==> src/rtl/cpu_step_ctrl_pkg.sv <==
// Shared definitions for the CPU step/run clock-enable controller.
// Holds the FSM state encoding and a counter-width helper.
package cpu_step_ctrl_pkg;

    typedef enum logic [1:0] {
        ST_HALT = 2'd0,
        ST_STEP = 2'd1,
        ST_RUN  = 2'd2
    } state_t;

    // Width needed to count 0..n-1, never less than one bit.
    function automatic int unsigned cnt_width(input int unsigned n);
        return (n > 1) ? $clog2(n) : 1;
    endfunction

endpackage

==> src/rtl/cpu_step_ctrl_btn_debounce.sv <==
// Push-button conditioner: 2-flop synchronizer, level debouncer and
// registered one-cycle press pulse on an accepted 0->1 transition.
module btn_debounce
    import cpu_step_ctrl_pkg::*;
#(
    parameter int unsigned DEB_CYCLES = 1000000
) (
    input  logic clk,
    input  logic rst,
    input  logic btn_raw,
    output logic btn_stable,
    output logic btn_press
);

    localparam int unsigned     CW       = cnt_width(DEB_CYCLES);
    localparam logic [CW-1:0]   CNT_LAST = CW'(DEB_CYCLES - 1);

    logic          sync0;
    logic          sync1;
    logic [CW-1:0] cnt;

    always_ff @(posedge clk or negedge rst) begin
        if (!rst) begin
            sync0      <= 1'b0;
            sync1      <= 1'b0;
            cnt        <= '0;
            btn_stable <= 1'b0;
            btn_press  <= 1'b0;
        end else begin
            sync0     <= btn_raw;
            sync1     <= sync0;
            btn_press <= 1'b0;
            if (sync1 == btn_stable) begin
                cnt <= '0;
            end else if (cnt == CNT_LAST) begin
                // Level accepted; only a rising acceptance is a press.
                btn_stable <= sync1;
                btn_press  <= sync1;
                cnt        <= '0;
            end else begin
                cnt <= cnt + 1'b1;
            end
        end
    end

endmodule

==> src/rtl/cpu_step_ctrl.sv <==
// CPU core clock-enable generator: single-step and free-run modes driven
// by debounced STEP/MODE buttons, with an enable counter for debug.
module cpu_step_ctrl
    import cpu_step_ctrl_pkg::*;
#(
    parameter int unsigned DEB_CYCLES = 1000000,
    parameter int unsigned RUN_DIV    = 4,
    parameter int unsigned CNT_W      = 32
) (
    input  logic             clk,
    input  logic             rst,
    input  logic             btn_step,
    input  logic             btn_mode,
    input  logic             halt_req,
    output logic             cpu_ce,
    output logic             run_mode,
    output logic [CNT_W-1:0] ce_count
);

    localparam int unsigned   RW       = cnt_width(RUN_DIV);
    localparam logic [RW-1:0] RUN_LAST = RW'(RUN_DIV - 1);

    state_t        state;
    state_t        state_nx;
    logic [RW-1:0] run_cnt;
    logic [RW-1:0] run_cnt_nx;
    logic          press_step;
    logic          press_mode;
    logic          unused_step_stable;
    logic          unused_mode_stable;

    btn_debounce #(
        .DEB_CYCLES(DEB_CYCLES)
    ) u_deb_step (
        .clk        (clk),
        .rst        (rst),
        .btn_raw    (btn_step),
        .btn_stable (unused_step_stable),
        .btn_press  (press_step)
    );

    btn_debounce #(
        .DEB_CYCLES(DEB_CYCLES)
    ) u_deb_mode (
        .clk        (clk),
        .rst        (rst),
        .btn_raw    (btn_mode),
        .btn_stable (unused_mode_stable),
        .btn_press  (press_mode)
    );

    always_ff @(posedge clk or negedge rst) begin
        if (!rst) begin
            state   <= ST_HALT;
            run_cnt <= '0;
        end else begin
            state   <= state_nx;
            run_cnt <= run_cnt_nx;
        end
    end

    // run_cnt only advances while staying in RUN; any other path zeroes it.
    always_comb begin
        state_nx   = state;
        run_cnt_nx = '0;
        case (state)
            ST_HALT: begin
                if (press_mode)
                    state_nx = ST_RUN;
                else if (press_step)
                    state_nx = ST_STEP;
            end
            ST_STEP: state_nx = ST_HALT;
            ST_RUN: begin
                if (halt_req || press_mode)
                    state_nx = ST_HALT;
                else
                    run_cnt_nx = (run_cnt == RUN_LAST) ? '0 : run_cnt + 1'b1;
            end
            default: state_nx = ST_HALT;
        endcase
    end

    assign cpu_ce   = (state == ST_STEP) || ((state == ST_RUN) && (run_cnt == RUN_LAST));
    assign run_mode = (state == ST_RUN);

    always_ff @(posedge clk or negedge rst) begin
        if (!rst)
            ce_count <= '0;
        else if (cpu_ce)
            ce_count <= ce_count + 1'b1;
    end

endmodule

==> config.mk <==
export PLATFORM = sky130hd
export DESIGN_NAME = cpu_step_ctrl
export DESIGN_NICKNAME = d
export VERILOG_FILES = /design/src/rtl/cpu_step_ctrl_pkg.sv /design/src/rtl/cpu_step_ctrl_btn_debounce.sv /design/src/rtl/cpu_step_ctrl.sv
export SDC_FILE = /design/constraint.sdc
export NUM_CORES = 1
export LEC_CHECK = 0
export BUFFER_PORTS_ARGS = -buffer_cell sky130_fd_sc_hd__buf_4
export CAP_MARGIN = 20
export CORE_MARGIN = 10
export CORE_UTILIZATION = 50
export DETAILED_ROUTE_END_ITERATION = 12
export PLACE_DENSITY = 0.69
export SETUP_SLACK_MARGIN = 0.1
export SLEW_MARGIN = 20
export SYNTH_ARGS = -nofsm -noshare
export SYNTH_HDL_FRONTEND = slang
export SYNTH_SLANG_ARGS = --single-unit
==> constraint.sdc <==
create_clock -name clk -period 2.9 [get_ports clk]
set_clock_uncertainty 0.2 [all_clocks]
set_input_delay 0.58 -clock clk [delete_from_list [all_inputs] [get_ports clk]]
set_output_delay 0.58 -clock clk [all_outputs]
set_load 0.01 [all_outputs]
==> results.toml <==
[synth]
seq_area_frac_synth_pct = 53.4
ys_ff_latch = 84
synth_common_cells = "dfrtp_1 (84), xor2_1 (40), nor2_1 (38)"
syn-num-nets = 391
yosysMostFrequentCell = "dfrtp_1"
synthesis.area_mm2 = 0.00394
yosysTopAreaCell = "dfrtp_1"
synthTopCellsByArea = "dfrtp_1 (53%), xor2_1 (8.9%), nor2_1 (3.6%), xnor2_1 (3.1%), nand3_1 (2.9%)"
yosys_warnings = 0
ys_types = 40
synth.avg_cell_area_um2 = 10.3
synthFlopType = "dfrtp_1"
netlist_instances = 382
synthArstFlopShare_pct = 100
synth_edf_count = 0
synth_top_area_share_pct = 53.4

[pwr]
power_density_mw_per_mm2 = 475
total_power_uw = 2190
p_int_uw = 1710
clockPowerShare_pct = 43.1
combPwrFrac_pct = 2.6
switchingPower_uw = 484
pwr-share-seq_pct = 54.3
max-vdd-ir-drop_uv = 363
p_leak_uw = 0.00216
netSwitchingFraction_pct = 22.1

[die]
num_rows = 32
die_x_um = 109
initial_core_util_pct = 51.2
ios = 39
die-area_mm2 = 0.0118
fp.dieH_um = 109
coreArea_mm2 = 0.00769

[timing]
fin_tns_setup_ns = 0
worst_slew_pin_slew_ns = 0.637
hold_violations = 0
relSlewSlack_pct = 56.9
clock.fmax_ghz = 0.414
period_share_pct = 83.2
worst_hold_slack_ns = 0.130
rsz0062_at_grt = "false"
finalSetupViolations = 0
period_minus_slack_ns = 2.41
slew_viol_final = 0

[critical_path]
worst-setup-path-type = "flop to primary output"
arrival_ns = 1.63
crit_start = "run_cnt[0]$_DFF_PN0_"
timing.rr.start = "u_deb_mode.cnt[0]$_DFF_PN0_"
cp_slowest_cell = "dfrtp_1"
crit_buf_inv = 2
slowest_delay_ns = 0.39
cpLargestDelayFamily = "simple AND/OR/NAND/NOR gates"
cp_num_cells = 5
cp_data_required_time_ns = 2.12
crit_fanout = 4
start_kind = "flop"
end_kind = "primary output"
path_cells = "ha_1 > and3b_1 > nor2_1 > inv_1 > buf_4"
r2r_cells = 5
rr_endpoint = "u_deb_mode.cnt[18]$_DFF_PN0_"
worstSetupEndpoint = "cpu_ce"
r2r_slack_ns = 0.59

[global_route]
grt_usage_pct = 13.4
globalRoute.totalOverflow = 0
grt_pass1_vias = 2781
antenna_found_initial = 0
grt_first_pass_wirelength_um = 13100
grt_max_degree = 49

[final_layout]
antennaDiodeCount = 0
area_growth_syn_to_layout_pct = 17.1
drive_gt1_share_pct = 17.6
nets = 437
nFillCells = 690
final_cells = 535

[clock_network]
cts.clk_slew.worst_paths_ns = 0.09
tritoncts = "yes"
cts-resized-gates = 0
worstSkewPairLatency_ns = 0.36
clock-root-buffer = "clkbuf_8"
cts_buffer_depth = 2
numCtsBuffers = 9
clock-sinks = 84
htree_num_levels = 3
post_cts_buffers = 0

[routing]
wirelength_um = 7860
ant_nets = 0
drcViolationCount = 0
vias = 2957
wire_per_inst_um = 14.7
first_iter_violations = 83
via_per_inst = 5.53
first_pass_iters = 5

[hold_path]
hp-start = "btn_mode"
holdCritPathClass = "input port to flop"

[place]
dp_cells = 518
place_hpwl_um = 5340
io_buffers = 38
place.gp.congestion = 0.781

[flow_run]
drv_cap = 0

[status]
status = "finished clean"
[state kept, by name, summed over array words and instances, names as in the netlist, 2 cells and up]
| register | flops |
|---|---|
| state | 2 |
| run_cnt | 2 |
| u_deb_step.cnt | 20 |
| ce_count | 32 |
| u_deb_mode.cnt | 20 |
[worst min-delay path by stage]
stage,endpoint,cells past startpoint
final,u_deb_mode.sync0$_DFF_PN0_,1
after global placement,u_deb_step.sync1$_DFF_PN0_,0
after floorplan,ce_count[0]$_DFFE_PN0P_,0
after detailed placement,u_deb_mode.sync1$_DFF_PN0_,0
after global routing,u_deb_step.sync0$_DFF_PN0_,1
after CTS,u_deb_mode.sync0$_DFF_PN0_,1
[layout make-up]
| type | count | area [µm²] | area share (%) |
|---|---|---|---|
| well taps | 102 | 128 | 2.77 |
| multi-input cells | 271 | 1730 | 37.6 |
| clock inverters | 6 | 86.3 | 1.87 |
| flip-flops and latches | 84 | 2100 | 45.6 |
| inverters | 15 | 56.3 | 1.22 |
| clock buffers | 10 | 138 | 2.99 |
| repair buffers | 47 | 368 | 7.98 |
[placed cells by master (no fill, tap or decap), drive strengths merged]
cell type / n
o21ai: 10
a21oi: 15
inv: 16
clkinvlp: 1
or4b: 2
and3b: 2
and3: 8
and4: 7
dfrtp: 84
mux2i: 1
ha: 4
nor2b: 2
bufinv: 2
nor3b: 1
xnor2: 14
or4: 11
nor4: 14
o31ai: 7
mux2: 3
nand4: 10
o211ai: 2
and2: 3
nor2: 38
nor4b: 4
nand2b: 2
dlygate4sd3: 1
clkbuf: 10
buf: 46
a31o: 1
xor2: 40
or3: 8
nor3: 12
nand3: 24
clkinv: 2
nand2: 26
[metrics by stage]
| stage | setup slack [ns] | util (%) | instance area (µm²) |
|---|---|---|---|
| 2_1_floorplan | 0.727 | - | 3940 |
| 3_3_place_gp | 0.681 | 56.9 | 4370 |
| 3_5_place_dp | 0.614 | 56.9 | 4370 |
| 4_1_cts | 0.457 | 59.9 | 4610 |
| 5_1_grt | 0.347 | 59.9 | 4610 |
| 6_report | 0.486 | 59.9 | 4610 |
[layer usage]
metal / vias up / part of all wire, % / wire length [µm] / track usage, %
li1: 1432 / - / - / -
met1: 1461 / 46 / 3650 / 16.9
met2: 51 / 46 / 3640 / 21.3
met3: 13 / 5.6 / 443 / 4.01
met4: 0 / 1.6 / 126 / 5.37
met5: - / 0 / 0 / 0
[logic make-up (layout without fill, tap and decap cells)]
kind of cell / after synthesis / count (layout) / synth area share [%]
AO/OA/AOI/OAI: 35 / 35 / 5.21
flip-flops: 84 / 84 / 53.4
adder cells (fa/ha/maj): 4 / 4 / 1.27
multiplexers: 4 / 4 / 1.11
AND/OR/NAND/NOR: 174 / 174 / 24.2
XOR/XNOR: 54 / 54 / 12.0
buffers and inverters: 27 / 78 / 2.77
[repair_timing]
action / in CTS / in global routing
endpoints found under the hold margin: 34 / 0
hold buffers: 1 / 0
endpoints found under the setup margin: 0 / 0
[power by group through the flow]
| stage | registers, µW | clock network [µW] | logic [µW] |
|---|---|---|---|
| after floorplan | 1210 | 0 | 21.2 |
| after global placement | 1210 | 0 | 58.6 |
| after detailed placement | 1210 | 0 | 59.7 |
| after CTS | 1190 | 958 | 61.0 |
| after global routing | 1190 | 1010 | 67.3 |
| final | 1190 | 944 | 57.9 |
No activity file was read; power rests on OpenSTA's default activity.
